### src/rtl/spart_rx.sv
// -----------------------------------------------------------------------------
// spart_rx -- SPART serial receiver (8N1, LSB first, OVS-times oversampled)
//
// Recovers asynchronous frames (1 start bit, DW data bits, 1 stop bit) from
// the pad-side rxd line. Receive timing advances only on baud_tick, the
// oversampling enable from the baud-rate down-counter. Reset, the read
// handshake and the input synchronizer run on every clk.
//
// Handshake: rdy is the "valid" flag for rx_data. The consumer takes the byte
// by pulsing rd_en for one clk. At the next edge rdy, overrun and framing_err
// clear. If a byte completes on that same edge, the new byte is loaded and rdy
// stays set. This case does not count as an overrun. rd_en with rdy low only
// clears the sticky error flags.
//
// Parameters:
//   OVS  oversample ticks per bit (power of two, >= 4)
//   DW   data bits per frame (>= 2)
//
// Ports:
//   clk          system clock
//   rst          synchronous, active-high reset (priority over everything)
//   baud_tick    one-clk enable pulse, OVS pulses per bit time
//   rxd          asynchronous serial input, idle high
//   rd_en        consumer read strobe, one-cycle pulse
//   rx_data      last accepted byte
//   rdy          rx_data holds an unread byte
//   framing_err  sticky: a stop bit was sampled low
//   overrun      sticky: a completed byte was dropped while rdy was set
//   state_dbg    receiver FSM state
//                (0 IDLE, 1 START, 2 DATA, 3 STOP, 4 BREAK)
// -----------------------------------------------------------------------------
module spart_rx #(
  parameter int OVS = 16,
  parameter int DW  = 8
) (
  input  logic          clk,
  input  logic          rst,
  input  logic          baud_tick,
  input  logic          rxd,
  input  logic          rd_en,
  output logic [DW-1:0] rx_data,
  output logic          rdy,
  output logic          framing_err,
  output logic          overrun,
  output logic [2:0]    state_dbg
);

  localparam int TW = (OVS > 1) ? $clog2(OVS) : 1;
  localparam int BW = (DW > 1) ? $clog2(DW) : 1;

  // tcnt value on the tick that samples the centre of a data or stop bit.
  localparam logic [TW-1:0] T_LAST = TW'(OVS - 1);
  // tcnt value on the tick that samples the centre of the start bit.
  localparam logic [TW-1:0] T_MID  = TW'(OVS / 2 - 1);
  localparam logic [BW-1:0] B_LAST = BW'(DW - 1);

  typedef enum logic [2:0] {
    S_IDLE  = 3'd0,
    S_START = 3'd1,
    S_DATA  = 3'd2,
    S_STOP  = 3'd3,
    S_BREAK = 3'd4
  } state_t;

  state_t        state;
  logic [TW-1:0] tcnt;
  logic [BW-1:0] bcnt;
  logic [DW-1:0] shreg;

  // ---------------------------------------------------------------------------
  // Two-flop synchronizer. Both flops reset to the idle (high) line level, so
  // leaving reset can never look like a start edge.
  // ---------------------------------------------------------------------------
  logic rxd_meta;
  logic rxs;

  always_ff @(posedge clk) begin
    if (rst) begin
      rxd_meta <= 1'b1;
      rxs      <= 1'b1;
    end else begin
      rxd_meta <= rxd;
      rxs      <= rxd_meta;
    end
  end

  // The tick on which the stop bit is sampled. The whole output side updates
  // on this edge.
  logic stop_sample;
  assign stop_sample = baud_tick && (state == S_STOP) && (tcnt == T_LAST);

  // ---------------------------------------------------------------------------
  // Receiver FSM, counters, shift register and registered outputs.
  // tcnt is a power-of-two wide counter, so tcnt + 1 wraps OVS-1 -> 0 by
  // itself. This gives the 0 start value that each following bit period needs.
  // ---------------------------------------------------------------------------
  always_ff @(posedge clk) begin
    if (rst) begin
      state       <= S_IDLE;
      tcnt        <= '0;
      bcnt        <= '0;
      shreg       <= '0;
      rx_data     <= '0;
      rdy         <= 1'b0;
      framing_err <= 1'b0;
      overrun     <= 1'b0;
    end else begin
      if (baud_tick) begin
        case (state)
          S_IDLE: begin
            if (!rxs) begin
              state <= S_START;
              tcnt  <= '0;
            end
          end

          S_START: begin
            if (tcnt == T_MID) begin
              // Mid start bit: a high line here was only a glitch.
              tcnt  <= '0;
              bcnt  <= '0;
              state <= rxs ? S_IDLE : S_DATA;
            end else begin
              tcnt <= tcnt + 1'b1;
            end
          end

          S_DATA: begin
            tcnt <= tcnt + 1'b1;
            if (tcnt == T_LAST) begin
              // LSB arrives first. After DW shifts it sits at bit 0.
              shreg <= {rxs, shreg[DW-1:1]};
              if (bcnt == B_LAST) begin
                bcnt  <= '0;
                state <= S_STOP;
              end else begin
                bcnt <= bcnt + 1'b1;
              end
            end
          end

          S_STOP: begin
            tcnt <= tcnt + 1'b1;
            if (tcnt == T_LAST) begin
              state <= rxs ? S_IDLE : S_BREAK;
            end
          end

          S_BREAK: begin
            // Wait for the line to return high. A line held low must not
            // look like a continuous stream of start bits.
            if (rxs) begin
              state <= S_IDLE;
            end
          end

          default: begin
            state <= S_IDLE;
            tcnt  <= '0;
            bcnt  <= '0;
          end
        endcase
      end

      // A read clears the sticky flags and consumes the byte. A completion on
      // the same edge is written after this, so it wins.
      if (rd_en) begin
        rdy         <= 1'b0;
        overrun     <= 1'b0;
        framing_err <= 1'b0;
      end

      if (stop_sample) begin
        if (rxs) begin
          if (!rdy || rd_en) begin
            rx_data <= shreg;
            rdy     <= 1'b1;
          end else begin
            overrun <= 1'b1;
          end
        end else begin
          framing_err <= 1'b1;
        end
      end
    end
  end

  assign state_dbg = state;

endmodule

### config.mk
export PLATFORM = sky130hd
export DESIGN_NAME = spart_rx
export DESIGN_NICKNAME = d
export VERILOG_FILES = /design/src/rtl/spart_rx.sv
export SDC_FILE = /design/constraint.sdc
export NUM_CORES = 1
export LEC_CHECK = 0
export CORE_ASPECT_RATIO = 1.1
export CORE_MARGIN = 3
export CORE_UTILIZATION = 40
export DETAILED_ROUTE_END_ITERATION = 8
export HOLD_SLACK_MARGIN = 0.1
export PLACE_DENSITY_LB_ADDON = 0.12
export SETUP_SLACK_MARGIN = 0.02
export SYNTH_ARGS = -nofsm -noshare
export SYNTH_HDL_FRONTEND = slang
export SYNTH_SLANG_ARGS = --single-unit
### constraint.sdc
create_clock -name clk -period 1.87 [get_ports clk]
set_input_delay 0.4675 -clock clk [delete_from_list [all_inputs] [get_ports clk]]
set_output_delay 0.4675 -clock clk [all_outputs]
set_load 0.005 [all_outputs]
==> results by group, run 1 <==
Power
  • Peak supply drop: 0.0004596 V
  • Pwr/cell area: 738.4 mW/mm2
  • Clock share of power: 43.3%
  • Pint: 0.9975 mW
  • Gate power share: 3.3%
  • Net Sw Frac: 20.09%
  • Overall power: 1.248 mW
  • Net Sw Power: 0.2508 mW
  • Leak Pwr: 0.6863 nW
  • Part of the power in registers: 53.4%

Synth
  • Mapped Area: 0.001326 mm2
  • Largest area contributor in the netlist: dfxtp_1
  • Seq/Total Area, Yosys: 46.79%
  • Synth Register Bits: 31
  • Post-Synthesis Cells: 144
  • Yosys top cell area share: 46.79%
  • Post-synthesis async set-or-reset flop share: 0%
  • Post-synth top cells: dfxtp_1, nor2_1, mux2i_1, a21oi_1, nand2_1
  • Mapped Nets: 152
  • Top_reg_cell synth: dfxtp_1
  • Ys Warns: 0
  • Average size of a mapped cell: 9.210 um2
  • Count leader, synth: dfxtp_1
  • Post-synth EDFFs: 0
  • Cell variety after synth: 37
  • Top cells by area, synth: dfxtp_1, mux2i_1, nor2_1

Floorplanning
  • Placement Rows: 21
  • Initial Utilization: 42.78%
  • Die area: 0.004043 mm2
  • Core area: 0.003100 mm2
  • Die Span X: 60.90 um
  • Die Y: 66.39 um
  • Ports: 19

Worst setup path
  • Crit path cell chain: clkdlybuf4s50_1
  • CP max-delay cell: clkdlybuf4s50_1
  • Worst path arrival time: 1.33 ns
  • Crit path buf inv count: 1
  • Worst R2R Start: tcnt[0]
  • Reg2reg end: state_dbg[0]
  • Reg2reg setup slack: 0.17 ns
  • CP Class: flop to primary output
  • Required time worst endpoint: 1.40 ns
  • CP Launch Type: flop
  • CP peak stage delay: 0.54 ns
  • Reg2reg path depth: 5
  • Crit path capture type: primary output
  • CP max FO: 12
  • CP delay by family, top: buffers and inverters

STA
  • Min cycle time layout: 1.795 ns
  • Fin crit share: 95.97%
  • Final clock skew: 0.004861 ns
  • RSZ-0062 raised after global routing: yes
  • Final setup viols: 0
  • Achievable Freq: 557.2 MHz
  • Max-slew violations: 0
  • Worst rel slew slack: 64.67%
  • Final number of hold-violating endpoints: 0
  • Worst-margin pin slew: 0.5255 ns

GRT
  • Total grt overflow: 0
  • Largest net degree at the start of global routing: 17
  • Met2 track demand over resource: 22.73%
  • Vias in the first global route: 978
  • First-pass GRT wire length: 4491 um
  • Antenna violations before repair: 0
  • Met3 Usage GRT: 4.688%
  • Met1 usage: 19.41%
  • Busiest grt layer: met2
  • Gr usage total: 14.94%

Clock tree
  • Post-CTS Setup Bufs: 0
  • CTS buffer count: 5
  • Num Clock Sinks: 31
  • Clk_lat worst skew: 0.32 ns
  • Worst-case clock buffer depth: 2
  • Root Driver: clkbuf_4
  • CTS tree: done
  • H-tree depth: 2
  • Clk slew on worst S/H paths: 0.10 ns

Routing
  • Initial DRC Count: 62
  • Wirelength, routed: 2712 um
  • Vias: 1,085
  • Average wire per standard cell: 13.23 um
  • Vias per cell: 5.293
  • DR DRC count: 0
  • Drt first pass iters: 4
  • ANT nets after route: 0

Min path
  • Hold EP: rxs
  • Hold Crit Class: flop to flop
  • Hold Crit Start: rxd_meta
  • Min-Delay Path Depth: 1

Placement
  • Placer Congestion: 0.7111
  • Post-DP HPWL: 1898 um
  • Placed insts: 197
  • Number of port buffers: 18

Finish
  • Layout Nets: 178
  • Diode count: 0
  • Layout cells sized above 1: 14.04%
  • Fin cells: 205
  • Area grow syn2layout: 27.45%

Run status
  • Status: finished clean

Flow run
  • Max Cap Viol: 0
[how the worst max path moves through the flow]
stage / startpoint / to / slack (ns) / depth (start not counted)
detailed placement: baud_tick / state_dbg[0] / -0.12 / 5
finish: state_dbg[2] / state_dbg[2] / 0.08 / 1
global placement: baud_tick / state_dbg[0] / -0.11 / 5
CTS: state_dbg[0] / state_dbg[0] / 0.05 / 1
floorplan: tcnt[0] / shreg[0] / 0.34 / 6
global route: state_dbg[2] / state_dbg[2] / 0.0006 / 1
[worst reg2reg max path: stages (launching register included)]
cell	delay, ns
dfxtp_1	0.39
ha_1	0.29
and3_1	0.19
a32oi_1	0.14
or4_1	0.49
a21oi_1	0.15
[placed cells by master, fill, tap and decap left out, types with 4 or more instances in the layout]
master,instances
nor2_1,27
a21oi_1,9
o21ai_0,5
nand2_1,8
mux2i_1,17
clkbuf_4,5
buf_4,8
clkdlybuf4s50_1,18
nand3_1,4
dfxtp_1,29
[cell families (layout without fill, tap and decap cells)]
group,count (synthesis),after routing,synth area share (%)
compound gates,25,25,11.79
fa+ha+maj,3,3,2.830
buf+inv,9,36,3.112
flops,31,31,46.79
mux,17,17,12.83
simple gates,59,59,22.64
[stage by stage]
| stage | instance area (um2) | setup slack [ns] | TNS [ns] | hold slack (ns) | util, % |
|---|---|---|---|---|---|
| 3_5_place_dp | 1592 | -0.1248 | -1.341 | 0.4048 | 51.33 |
| 3_3_place_gp | 1592 | -0.1067 | -0.8450 | 0.4071 | 51.33 |
| 4_1_cts | 1680 | 0.05036 | 0 | 0.4323 | 54.20 |
| 2_1_floorplan | 1326 | 0.3426 | 0 | 0.3895 | - |
| 5_1_grt | 1690 | 0.0005920 | 0 | 0.4433 | 54.52 |
| 6_report | 1690 | 0.07533 | 0 | 0.4342 | 54.52 |
[layer usage]
layer	share of wire [%]	wire [um]
met1	49	1325
met2	47	1269
met3	3.8	103
met4	0.52	14
met5	0	0
[repair_timing]
action	CTS	global route
resized for setup	2	2
endpoints found under the setup margin	2	2
hold buffers	0	0
[power by group through the flow]
| stage | Sequential, mW | Combinational [mW] | Clock (mW) |
|---|---|---|---|
| final | 0.666 | 0.0410 | 0.541 |
| after global routing | 0.667 | 0.0446 | 0.589 |
| after global placement | 0.683 | 0.0402 | 0 |
| after detailed placement | 0.683 | 0.0407 | 0 |
| after CTS | 0.667 | 0.0412 | 0.564 |
| after floorplan | 0.679 | 0.0222 | 0 |
[layout make-up]
cell class,instances,area [um2]
Multi-Input combinational cell,104,671.9
Inverter,1,3.754
Tap cell,34,42.54
Clock inverter,2,35.03
Timing Repair Buffer,27,260.3
Clock buffer,6,51.30
Sequential cell,31,625.6
Fill cell,300,1410
[flip-flops by register name, indices dropped and copies added (netlist names)]
register	flops
bcnt	3
framing_err	1
overrun	1
rdy	1
rx_data	8
rxd_meta	1
rxs	1
shreg	8
state_dbg	3
tcnt	4
Note: power is estimated with default switching activity, not from simulation.
==> inputs of run 2 (changes only) <==
PLACE_DENSITY = 0.73   (was default)
PLACE_DENSITY_LB_ADDON = default   (was 0.12)
clock period = 1.9 ns   (was 1.87 ns; I/O delays follow)
==> results by group, run 2 (same netlist as run 1, synthesis figures left out) <==
Worst setup path
  • CP peak stage delay: 0.54 ns (about the same)
  • CP delay by family, top: buffers and inverters
  • Worst path arrival time: 1.34 ns (about the same)
  • CP max FO: 12 (unchanged)
  • Reg2reg end: state_dbg[0]
  • CP max-delay cell: clkdlybuf4s50_1
  • Crit path buf inv count: 1 (unchanged)
  • Reg2reg path depth: 5 (unchanged)
  • Required time worst endpoint: 1.42 ns (+0.02 ns)
  • CP Launch Type: flop
  • Reg2reg setup slack: 0.23 ns (+0.06 ns)
  • Worst R2R Start: tcnt[0]
  • CP Class: flop to primary output
  • Crit path capture type: primary output
  • Crit path cell chain: clkdlybuf4s50_1

Min path
  • Hold EP: rxs
  • Min-Delay Path Depth: 1 (unchanged)
  • Hold Crit Class: flop to flop
  • Hold Crit Start: rxd_meta

Power
  • Pwr/cell area: 679.0 mW/mm2 (-8.0%)
  • Overall power: 1.139 mW (-8.7%)
  • Leak Pwr: 0.6806 nW (-0.82%)
  • Peak supply drop: 0.0003963 V (-14%)

Routing
  • Initial DRC Count: 43 (-31%)
  • Drt first pass iters: 4 (unchanged)
  • Vias per cell: 5.490 (+3.7%)
  • Average wire per standard cell: 13.17 um (-0.49%)
  • DR DRC count: 0 (unchanged)
  • Wirelength, routed: 2712 um (unchanged)
  • ANT nets after route: 0 (unchanged)
  • Vias: 1,131 (+4.2%)

Finish
  • Commonest non-fill, non-tap cell in the layout: dfxtp_1
  • Area grow syn2layout: 26.51%
  • Most frequent cells in the layout: dfxtp_1, nor2_1, clkdlybuf4s50_1
  • Fill count: 293 (-2.3%)
  • Diode count: 0 (unchanged)
  • Layout Nets: 179 (+0.56%)
  • Regs by FF count: rx_data: 8 flops, shreg: 8 flops, tcnt: 4 flops
  • Fin area: 0.001678 mm2 (-0.74%)
  • Area occupied by multi-input gates: 664.4 um2 (-1.1%)
  • Register area: 626.9 um2 (+0.20%)
  • Layout cells sized above 1: 14.53% (+0.50 points)

STA
  • Post-route setup TNS: 0 ns (unchanged)
  • Achievable Freq: 551.5 MHz
  • Final worst slack: 0.08682 ns (+0.01150 ns)
  • RSZ-0062 raised after global routing: no
  • Final number of hold-violating endpoints: 0 (unchanged)
  • Final clock skew: 0.009729 ns (+0.004869 ns)
  • Fin crit share: 95.43%
  • Worst rel slew slack: 65.60% (+0.94 points)
  • Worst-margin pin slew: 0.5116 ns (-0.01393 ns)
  • Max-slew violations: 0 (unchanged)
  • Final setup viols: 0 (unchanged)
  • Final hold slack: 0.4167 ns (-0.01744 ns)
  • Min cycle time layout: 1.813 ns

Floorplanning
  • Ports: 19 (unchanged)
  • Die area: 0.004043 mm2 (unchanged)
  • Core area: 0.003100 mm2 (unchanged)
  • Placement Rows: 21 (unchanged)
  • Initial Utilization: 42.78% (unchanged)
  • Die Y: 66.39 um (unchanged)
  • Die Span X: 60.90 um (unchanged)

Clock tree
  • Root Driver: clkbuf_4
  • CTS buffer count: 5 (unchanged)
  • Post-CTS Setup Bufs: 0 (unchanged)
  • Worst-case clock buffer depth: 2 (unchanged)
  • Num Clock Sinks: 31 (unchanged)
  • H-tree depth: 2 (unchanged)
  • Hold bufs inserted after CTS: 0 (unchanged)
  • Clk slew on worst S/H paths: 0.10 ns (about the same)
  • CTS tree: done
  • Post_cts resized: 3 (+1)
  • Clk_lat worst skew: 0.34 ns (+0.02 ns)

GRT
  • First-pass GRT wire length: 4595 um (+2.3%)
  • Gr usage total: 15.55% (+0.62 points)
  • Largest net degree at the start of global routing: 17 (unchanged)
  • Total grt overflow: 0 (unchanged)
  • Vias in the first global route: 1,061 (+8.5%)
  • Antenna violations before repair: 0 (unchanged)

Placement
  • Post-place instance area: 0.001599 mm2 (+0.47%)
  • Number of port buffers: 18 (unchanged)
  • Setup WS pre-CTS: -0.1825 ns (-0.05778 ns)
  • Placer Congestion: 0.7973 (+12%)
  • Post-DP HPWL: 2006 um (+5.7%)

Flow run
  • Max Cap Viol: 0 (unchanged)

Run status
  • Status: finished clean
## run 2: worst max-delay path by stage
stage            startpoint  depth (start not counted)      endpoint
2_1_floorplan       tcnt[0]                          6      shreg[0]
3_3_place_gp      baud_tick                          6      shreg[4]
3_5_place_dp      baud_tick                          6      shreg[3]
4_1_cts        state_dbg[0]                          1  state_dbg[0]
5_1_grt        state_dbg[0]                          1  state_dbg[0]
6_report       state_dbg[0]                          1  state_dbg[0]
## run 2: worst reg2reg max path: cells and delay by family, from the launching register on
family / cells / cell delay, ns
flops: 1 / 0.38
fa+ha+maj: 1 / 0.26
simple gates: 2 / 0.66
compound gates: 2 / 0.28
## run 2: metal layers
metal	vias to the layer above	GRT usage [%]	part of all wire, %
li1	562	-	-
met4	0	7.588	2.2
met3	5	5.078	4.7
met2	24	25.13	48
met1	540	18.07	45
met5	-	0	0
## run 2: area by class of cell
cell class / count / area share, %
Sequential cell: 31 / 37.36
Tap cell: 34 / 2.535
Multi-Input combinational cell: 104 / 39.60
Inverter: 1 / 0.2237
Clock inverter: 1 / 0.4474
Clock buffer: 7 / 3.878
Timing Repair Buffer: 28 / 15.96
## run 2: metrics by stage
step,cells,utilization (%)
after floorplan,144,-
after global placement,198,51.57
after detailed placement,198,51.57
after CTS,206,54.04
after global routing,206,54.12
final,206,54.12
## run 2: report_power, final
part / internal, mW / switching, mW / total [mW]
clock network: 0.216 / 0.226 / 0.442
registers: 0.651 / 0.00455 / 0.655
logic: 0.0211 / 0.0209 / 0.0420
